--- src/rtl/clk_enable_gen_if.sv ---
// Control/status bundle for clk_enable_gen: increment load path, enables, ready.
// The pause signal exists only when CLKEN_PAUSE_EN is defined.
interface clk_enable_gen_if #(
  parameter int NCH   = 3,
  parameter int ACC_W = 24
);
  logic [NCH*ACC_W-1:0] inc;
  logic                 load;
  logic [NCH-1:0]       ce;
  logic                 ready;
`ifdef CLKEN_PAUSE_EN
  logic                 pause;
`endif

  modport master (
`ifdef CLKEN_PAUSE_EN
    output pause,
`endif
    output inc, load,
    input  ce, ready
  );

  modport slave (
`ifdef CLKEN_PAUSE_EN
    input  pause,
`endif
    input  inc, load,
    output ce, ready
  );
endinterface

--- src/rtl/clk_enable_gen.sv ---
// Multi-channel fractional clock-enable generator gated on a debounced PLL lock.
// Optional feature macro: CLKEN_PAUSE_EN (adds bus.pause to freeze all accumulators).
module clk_enable_gen #(
  parameter int                   NCH       = 3,
  parameter int                   ACC_W     = 24,
  parameter int                   LOCK_WAIT = 1024,
  parameter logic [NCH*ACC_W-1:0] INC_INIT  = '0
) (
  input  logic            clk,
  input  logic            resetn,
  input  logic            pll_lock,
  clk_enable_gen_if.slave bus
);

  localparam int               CNT_W    = (LOCK_WAIT > 1) ? $clog2(LOCK_WAIT) : 1;
  localparam logic [CNT_W-1:0] CNT_LAST = CNT_W'(LOCK_WAIT - 1);

  typedef enum logic [1:0] {WAIT_LOCK, HOLD, RUN} state_t;

  state_t                      state, state_n;
  logic [CNT_W-1:0]            cnt, cnt_n;
  logic                        lock_meta, lock_s;
  logic                        ready_q;
  logic                        run, stall;
  logic [NCH-1:0][ACC_W-1:0]   inc_reg;
  logic [NCH-1:0][ACC_W-1:0]   acc;
  logic [NCH-1:0]              ce_q;

  // pll_lock is asynchronous to clk
  always_ff @(posedge clk) begin
    if (!resetn) begin
      lock_meta <= 1'b0;
      lock_s    <= 1'b0;
    end else begin
      lock_meta <= pll_lock;
      lock_s    <= lock_meta;
    end
  end

  always_ff @(posedge clk) begin
    if (!resetn) begin
      state   <= WAIT_LOCK;
      cnt     <= '0;
      ready_q <= 1'b0;
    end else begin
      state   <= state_n;
      cnt     <= cnt_n;
      ready_q <= (state_n == RUN);
    end
  end

  always_comb begin
    state_n = state;
    cnt_n   = cnt;
    case (state)
      WAIT_LOCK: begin
        cnt_n = '0;
        if (lock_s) state_n = HOLD;
      end
      HOLD: begin
        if (!lock_s) begin
          state_n = WAIT_LOCK;
          cnt_n   = '0;
        end else if (cnt == CNT_LAST) begin
          state_n = RUN;
          cnt_n   = '0;
        end else begin
          cnt_n = cnt + 1'b1;
        end
      end
      RUN: begin
        cnt_n = '0;
        if (!lock_s) state_n = WAIT_LOCK;
      end
      default: begin
        state_n = WAIT_LOCK;
        cnt_n   = '0;
      end
    endcase
  end

  // Adds only while staying in RUN, so ce/acc clear on the edge that leaves RUN.
  assign run = (state == RUN) && (state_n == RUN);

`ifdef CLKEN_PAUSE_EN
  assign stall = bus.pause;
`else
  assign stall = 1'b0;
`endif

  always_ff @(posedge clk) begin
    if (!resetn)       inc_reg <= INC_INIT;
    else if (bus.load) inc_reg <= bus.inc;
  end

  for (genvar k = 0; k < NCH; k++) begin : g_lane
    logic [ACC_W:0] sum;
    assign sum = {1'b0, acc[k]} + {1'b0, inc_reg[k]};

    always_ff @(posedge clk) begin
      if (!resetn || !run) begin
        acc[k]  <= '0;
        ce_q[k] <= 1'b0;
      end else if (stall) begin
        ce_q[k] <= 1'b0;
      end else begin
        acc[k]  <= sum[ACC_W-1:0];
        ce_q[k] <= sum[ACC_W];
      end
    end
  end

  assign bus.ce    = ce_q;
  assign bus.ready = ready_q;

endmodule

--- src/flat_wrapper.sv ---
// flat-port wrapper written by rule: the top's interface ports become plain ports
module clk_enable_gen_flat 
#(
  parameter int                   NCH       = 3,
  parameter int                   ACC_W     = 24,
  parameter int                   LOCK_WAIT = 1024,
  parameter logic [NCH*ACC_W-1:0] INC_INIT  = '0
)
  (clk, resetn, pll_lock, bus_inc, bus_load, bus_ce, bus_ready);
  clk_enable_gen_if #(.NCH(NCH), .ACC_W(ACC_W)) bus_i ();
  input  logic clk;
  input  logic resetn;
  input  logic pll_lock;
  input wire logic [$bits(bus_i.inc)-1:0] bus_inc;
  input wire logic [$bits(bus_i.load)-1:0] bus_load;
  output wire logic [$bits(bus_i.ce)-1:0] bus_ce;
  output wire logic [$bits(bus_i.ready)-1:0] bus_ready;
  assign bus_i.inc = bus_inc;
  assign bus_i.load = bus_load;
  assign bus_ce = bus_i.ce;
  assign bus_ready = bus_i.ready;
  clk_enable_gen #(.NCH(NCH), .ACC_W(ACC_W), .LOCK_WAIT(LOCK_WAIT), .INC_INIT(INC_INIT)) u_core (.clk(clk), .resetn(resetn), .pll_lock(pll_lock), .bus(bus_i));
endmodule
--- config.mk ---
export PLATFORM = sky130hd
export DESIGN_NAME = clk_enable_gen_flat
export DESIGN_NICKNAME = d
export VERILOG_FILES = /design/src/rtl/clk_enable_gen_if.sv /design/src/rtl/clk_enable_gen.sv /design/src/flat_wrapper.sv
export SDC_FILE = /design/constraint.sdc
export NUM_CORES = 1
export LEC_CHECK = 0
export BUFFER_PORTS_ARGS = -buffer_cell sky130_fd_sc_hd__buf_2
export CORE_MARGIN = 3
export CORE_UTILIZATION = 58
export CTS_CLUSTER_DIAMETER = 200
export DETAILED_ROUTE_END_ITERATION = 12
export GPL_ROUTABILITY_DRIVEN = 0
export GPL_TIMING_DRIVEN = 0
export PLACE_DENSITY = 0.78
export SLEW_MARGIN = 25
export SYNTH_ARGS = -nofsm -noshare
export SYNTH_HDL_FRONTEND = slang
export SYNTH_SLANG_ARGS = --single-unit
export TNS_END_PERCENT = 30
--- constraint.sdc ---
create_clock -name clk -period 3.45 [get_ports clk]
set_clock_uncertainty 0.1 [all_clocks]
set_input_delay 1.035 -clock clk [delete_from_list [all_inputs] [get_ports clk]]
set_output_delay 1.035 -clock clk [all_outputs]
set_load 0.005 [all_outputs]
== Yosys cells after proc, flatten, opt, wreduce, memory -nomap -nowiden ==
Cells that the tools add are included.

* Bitwise logic cells: 3
* Mux-type cells: 5
* Eq/ne operators: 4
* Add/sub/neg operators: 4
* Reductions and logical operators: 6

{| class="wikitable"
|+ Operators with widths
! operator !! number
|-
| 24-bit by 24-bit adder with 25-bit output || 3
|-
| 10-bit by 1-bit adder with 10-bit output, second input constant || 1
|-
| 10-bit == test, second input constant || 1
|-
| 2-bit two-way mux || 4
|-
| 2-bit case mux with 3 select lines || 1
|-
| 2-bit == test, second input constant || 2
|-
| 4-bit OR reduction || 1
|-
| 1-bit NOT || 3
|-
| 2-bit by 1-bit == test with 1-bit output, second input constant || 1
|-
| 1-bit logical NOT || 2
|-
| 2-bit logical NOT || 1
|-
| 1-bit logical AND || 1
|-
| 1-bit logical OR || 1
|}

* Bits of input ports: 76
* Flip-flop bits (word level): 162
* Logic and storage cells: 36

== Depth between registers and ports, before layout ==
Gate-level depths: netlist (run 1).

* Depth in word-level cells: 8
* Gate-level depth with buffers: 9

== Worst setup path after synthesis (run 1) ==
No wires, ideal clock.

* Path kind: flip-flop to flip-flop
* Start point: register u_core.acc[48] (netlist bit)
* End point: register u_core.ce_q[2] (netlist: u_core.bus.ce[2])
* Clock period less this slack: 2603 ps
* Setup slack: 847 ps
* Data required time: 3230 ps
* Buffers on the path: 0
* Data arrival time: 2384 ps
* Stages on the path, launching flop included: 10
* Cells stage by stage: dfxtp_1 ha_1 fa_1 a211oi_2 o211ai_2 a41oi_4 a211oi_2 o31a_1 o21a_1 o31a_1

* Longest elaborated chain between the ends: 1

{| class="wikitable"
|+ RTL lines
! what !! RTL line !! text
|-
| start: declaration || clk_enable_gen.sv:26 || <nowiki>logic [NCH-1:0][ACC_W-1:0] acc;</nowiki>
|-
| start signal: indexed assignment || clk_enable_gen.sv:107 || <nowiki>acc[k] <= sum[ACC_W-1:0];</nowiki>
|-
| 24-bit by 24-bit adder with 25-bit output || clk_enable_gen.sv:98 || <nowiki>assign sum = {1'b0, acc[k]} + {1'b0, inc_reg[k]};</nowiki>
|-
| end signal: indexed assignment || clk_enable_gen.sv:108 || <nowiki>ce_q[k] <= sum[ACC_W];</nowiki>
|-
| end: declaration || clk_enable_gen.sv:27 || <nowiki>logic [NCH-1:0] ce_q;</nowiki>
|}

Every way passes these cells.
A chain may end at the register's enable or synchronous reset.

== Final worst setup path (run 1) ==
* Start point: register u_core.inc_reg[48] (netlist bit)
* End point: register u_core.ce_q[2] (netlist: u_core.bus.ce[2])

* Longest elaborated chain between the ends: 1

{| class="wikitable"
|+ RTL lines
! what !! RTL line !! text
|-
| start: declaration || clk_enable_gen.sv:25 || <nowiki>logic [NCH-1:0][ACC_W-1:0] inc_reg;</nowiki>
|-
| start signal: assignment || clk_enable_gen.sv:93 || <nowiki>else if (bus.load) inc_reg <= bus.inc;</nowiki>
|-
| 24-bit by 24-bit adder with 25-bit output || clk_enable_gen.sv:98 ||
|}

Every way passes these cells.

==> results of run 1 <==
-- Yosys cell counts, types with 4 or more instances --
master    count  area, sq um
a211oi_1     10         75.1
a21boi_0      7         52.6
a21o_1       36          270
a21oi_1      50          250
a31oi_1       9         56.3
and2_1       14         87.6
and3_1       10         62.6
buf_1         5         18.8
clkbuf_1     29          109
dfxtp_1     162         3240
ha_1         73          913
inv_1        14         52.6
mux2i_1      77          771
nand2_1      34          128
nand2b_1      4         25.0
nand3_1      19         95.1
nand4_1      13         81.3
nor2_1       89          334
nor2b_1      77          482
nor3_1       24          120
nor3b_1       9         67.6
o211ai_1      6         45.0
o21a_1       16          120
o21ai_0      35          175
o21ai_1       4         20.0
o31a_1        6         52.6
or2_2         6         37.5
xnor2_1      22          193
xor2_1       25          219
-- cells by family (layout without fill, tap and decap cells) --
| logic type | Yosys count | in the layout | synth area share (%) |
|---|---|---|---|
| multiplexers | 77 | 77 | 8.98 |
| adder cells (fa/ha/maj) | 76 | 76 | 11.3 |
| buffers and inverters | 48 | 158 | 2.10 |
| XOR/XNOR | 47 | 47 | 4.80 |
| AND/OR/NAND/NOR | 310 | 310 | 18.7 |
| AO/OA/AOI/OAI | 207 | 207 | 16.3 |
| flip-flops | 162 | 162 | 37.8 |
-- worst max path at each step --
stage	from	end
finish	u_core.inc_reg[48]	u_core.bus.ce[2]
global route	u_core.inc_reg[48]	u_core.bus.ce[2]
CTS	u_core.inc_reg[48]	u_core.bus.ce[2]
detailed placement	resetn	u_core.acc[9]
global placement	resetn	u_core.acc[9]
floorplan	u_core.acc[48]	u_core.bus.ce[2]
-- per-stage QoR --
step | util, % | setup WS, ps | area (sq um) | power (mW) | hold WS [ps]
finish | 69.1 | 592 | 9780 | 4.13 | 332
detailed placement | 65.0 | 338 | 9200 | 2.31 | 319
floorplan | - | 847 | 8580 | 2.21 | 312
CTS | 69.1 | 594 | 9780 | 4.16 | 334
global route | 69.1 | 490 | 9780 | 4.29 | 352
global placement | 65.0 | 344 | 9200 | 2.30 | 318
-- critical path, cell delays in order (launching register included) --
cell      delay, ps
dfxtp_1         310
ha_1            200
fa_1            440
a211oi_2        260
o211ai_2        170
a41oi_4         320
a211oi_2        160
o31a_1          320
o21a_1          220
o31a_1          230
-- layer usage --
layer	routed length, um	vias to the layer above	track usage [%]
met5	0	-	0
met4	338	0	7.87
met3	728	27	4.71
met2	8100	130	35.2
met1	8730	3184	30.7
li1	-	3506	-
-- cell usage in the layout, fill, tap and decap left out, drive strengths merged, types with 3 or more instances in the layout --
cell / instances
dfxtp: 162
nor2: 89
buf: 83
mux2i: 77
nor2b: 77
ha: 73
a21oi: 51
clkbuf: 50
o21ai: 39
a21o: 36
nand2: 34
xor2: 25
nor3: 24
xnor2: 22
nand3: 19
o21a: 16
inv: 14
and2: 14
nand4: 13
a211oi: 12
and3: 10
a31oi: 9
nor3b: 9
a21boi: 7
clkinv: 7
o211ai: 7
o31a: 6
or2: 6
nand2b: 4
a41oi: 4
o21bai: 3
a31o: 3
a211o: 3
fa: 3
-- area by class of cell --
type,instances,area share [%]
multi-input combinational,717,52.8
inverter,14,0.537
buffer,34,1.30
sequential,162,33.1
clock buffer,21,4.81
clock inverter,11,1.13
tap,180,2.30
timing repair buffer,78,3.99
-- power by group through the flow --
| stage | Clock (mW) | Sequential (mW) | Combinational [mW] |
|---|---|---|---|
| global placement | 0 | 2.00 | 0.307 |
| global route | 1.97 | 1.96 | 0.359 |
| floorplan | 0 | 1.98 | 0.227 |
| detailed placement | 0 | 2.00 | 0.314 |
| finish | 1.85 | 1.96 | 0.317 |
| CTS | 1.88 | 1.96 | 0.318 |
==> results.toml, run 1 <==
[clock_network]
cts_root_buf = "clkbuf_16"
clockBufferDepth = 2
cts_tree = "built"
cts.reportedPaths.clkPinSlew_ps = 60
htreeDepth = 4
insertion_delay_ps = 430
postCtsSetupBuffers = 0
numClockSinks = 162
cts_hold_buffers = 0
cts_resized = 0
cts_buffers = 17

[cells_and_area]
drive_above_1_share_pct = 12.2
layout.nets = 1176
n_antenna_cell = 0
fin_cells = 1217
area_delta_synth_final_pct = 14.0
multi_input_area_sq_mm = 0.00516
fillerInstances = 1176
seq_area_sq_mm = 0.00324

[global_route]
grtUsageTotal_pct = 22.4
grt_pass1_vias = 6301
grt_pass1_wl_um = 29600
grt_max_degree = 17
antenna_found_initial = 0
overflow = 0

[setup_path]
r2r_cells = 9
worstSetupEndpointType = "flop"
path_class = "flop to flop"
critPathRequiredTime_ps = 3670
worst-path-max-fanout = 4
worstSetupStartpointType = "flop"
cp.arrival_ps = 3080
reg2reg_from = "u_core.inc_reg[48]"
r2r_end = "u_core.bus.ce[2]"
rrSetupSlack_ps = 590

[timing]
slew_headroom_pct = 41.6
slew_viol_final = 0
setup_viol = 0
layout_worst_path_cycle_share_pct = 82.8
fmax_mhz = 350
hold_violations = 0
setup_tns_ps = 0
worst_pin_slew_ps = 876
period_minus_slack_ps = 2860
rsz0062_at_grt = "no"

[synth]
ys_seq_area_share_pct = 37.8
synth_warnings = 0
synth_cells = 927
synthesis.area_sq_mm = 0.00858
synth_edf_count = 0
yosys.cell_types.count = 54
avgSynthCellArea_sq_um = 9.26
synth_nets = 1079
async_flop_share_pct = 0
synth_seq_cells = 162
ys.flop_type = "dfxtp_1"

[pwr]
p_switching_mw = 0.940
swShare_pct = 22.8
p_leak_nw = 4.39
combPwrFrac_pct = 7.7
p_int_mw = 3.19
p_seq_share_pct = 47.4
p_clk_share_pct = 44.9
ir_worst_vdd_uv = 377
power_density_mw_per_mm2 = 422

[drt]
postRouteAntennaNets = 0
drc_errors = 0
totalWireLength_um = 17900
wl_per_cell_um = 14.7
viasPerCell = 5.63
dr.pass1.iters = 5
dr.first_iter.drc_count = 421
route.vias.total = 6847

[hold_path]
hold_class = "flop to flop"
whs_path_depth = 1
worstHoldStart = "u_core.lock_meta"
holdPathEnd = "u_core.lock_s"

[flow_run]
cap_violations = 0

[floorplanning]
die_area_sq_mm = 0.0163
ioPinCount = 80
fp.dieH_um = 128
coreArea_sq_mm = 0.0141
rows = 43
die_w_um = 128
start_util_pct = 60.7

[placement]
port_buffers = 78
dp.cells = 1185
hpwl_um = 12900

[run_status]
status = "complete, no violations"
Power figures use the tool's default switching activity.
==> inputs of run 2 (changes only) <==
Settings changed: CORE_UTILIZATION 58 to 54, PLACE_DENSITY 0.78 to 0.76.
Clock period 3.45 ns to 2.6 ns, I/O delays scaled along.
==> results.toml, run 2 (same netlist as run 1, synthesis figures left out) <==
[run_status]
status = "complete, no violations"

[floorplanning]
start_util_pct = 55.8
coreArea_sq_mm = 0.0154
rows = 45
die_w_um = 132
fp.dieH_um = 132
die_area_sq_mm = 0.0174
ioPinCount = 80

[timing]
slew_viol_final = 0
layout_worst_path_cycle_share_pct = 99.2
worst_pin_slew_ps = 822
fmax_mhz = 388
rsz0062_at_grt = "yes"
period_minus_slack_ps = 2580
setup_viol = 0
hold_violations = 0
slew_headroom_pct = 45.2

[pwr]
p_seq_share_pct = 46.7
p_leak_nw = 4.42
combPwrFrac_pct = 7.8
ir_worst_vdd_uv = 460
p_int_mw = 4.23
p_switching_mw = 1.32
swShare_pct = 23.8
fin_total_pwr_mw = 5.55
p_clk_share_pct = 45.5
power_density_mw_per_mm2 = 556

[cells_and_area]
stdcell_area_sq_mm = 0.00999
fin_cells = 1254
drive_above_1_share_pct = 14.5
n_antenna_cell = 0
mostFrequentLayoutCell = "dfxtp_1"
area_delta_synth_final_pct = 16.4
fillerInstances = 1305
layout_common_cells = "dfxtp_1 (160), nor2_1 (89), buf_2 (78), mux2i_1 (77), nor2b_1 (77)"
final_util_pct = 65.0
layout.nets = 1182
multi_input_area_sq_mm = 0.00526
seq_area_sq_mm = 0.00325

[drt]
totalWireLength_um = 18500
dr.pass1.iters = 5
route.vias.total = 6841
drc_errors = 0
dr.first_iter.drc_count = 343
wl_per_cell_um = 14.8
viasPerCell = 5.46
postRouteAntennaNets = 0

[setup_path]
path_class = "flop to flop"
slowest_stage = "fa_2"
path_buf_inv = 0
worstSetupEndpointType = "flop"
r2r_cells = 9
critPathRequiredTime_ps = 2820
slowest_delay_ps = 370
rrSetupSlack_ps = 20
worstSetupStartpointType = "flop"
crit_chain = "ha_4, fa_2, a211oi_4, o211ai_2, a41oi_4, a211oi_4, o31a_1, o21a_1, o31a_1"
cp.arrival_ps = 2800
cp_num_cells = 9
worst-path-max-fanout = 3
path_delay_family = "compound AO/OA/AOI/OAI gates"

[global_route]
grtUsageMet2_pct = 34.4
grtUsageTotal_pct = 21.0
grt_pass1_wl_um = 30300
met3_usage_pct = 4.39
grtUsageMet1_pct = 27.4
antenna_found_initial = 0
grt_pass1_vias = 6479
gr-max-usage-layer = "met2"
overflow = 0
grt_max_degree = 17

[clock_network]
cts_root_buf = "clkbuf_16"
htreeDepth = 4
cts.reportedPaths.clkPinSlew_ps = 70
insertion_delay_ps = 430
clockBufferDepth = 2
numClockSinks = 162
cts_tree = "built"
cts_buffers = 17

[placement]
dp.cells = 1216
placed_area_sq_mm = 0.00924
port_buffers = 78
hpwl_um = 13300

[hold_path]
whs_path_depth = 1
hold_class = "flop to flop"

[flow_run]
cap_violations = 0
run 2: final cells by class:
| cell class | count | area share [%] |
|---|---|---|
| Multi-Input combinational cell | 717 | 52.7 |
| Sequential cell | 162 | 32.5 |
| Clock buffer | 19 | 4.53 |
| Timing Repair Buffer | 84 | 4.40 |
| Tap cell | 211 | 2.64 |
| Clock inverter | 13 | 1.49 |
| Buffer | 34 | 1.28 |
| Inverter | 14 | 0.526 |
run 2: path summary, 6_finish.rpt:
path / to / from
max: u_core.bus.ce[2] / u_core.inc_reg[48]
min: u_core.cnt[0] / u_core.cnt[0]
max reg2reg: u_core.bus.ce[2] / u_core.inc_reg[48]
min reg2reg: u_core.cnt[0] / u_core.cnt[0]
run 2: power by group through the flow:
stage | combinational [mW] | clock, mW | sequential (mW)
after global routing | 0.481 | 2.67 | 2.60
after floorplan | 0.301 | 0 | 2.63
after global placement | 0.411 | 0 | 2.65
final | 0.430 | 2.53 | 2.59
after detailed placement | 0.422 | 0 | 2.65
after CTS | 0.428 | 2.57 | 2.59
run 2: what timing repair did:
action / 4_1_cts / 5_1_grt
gates resized for setup: 5 / 26
pin swaps: 7 / 9
setup endpoints to repair: 7 / 23
buffers inserted: 5 / 1
hold buffers: 0 / 0
run 2: through the flow:
stage	hold slack, ps	setup slack (ps)	TNS [ps]
global placement	339	-410	-3360
detailed placement	350	-200	-1620
global route	400	-55.8	-117
finish	360	19.5	0
CTS	366	-16.8	-16.8
floorplan	312	28.3	0
run 2: routing by layer:
layer	routed length, um	share of wire, %	vias up
met5	0	0	-
li1	-	-	3519
met3	695	3.7	25
met1	8790	47	3181
met4	331	1.8	0
met2	8730	47	116
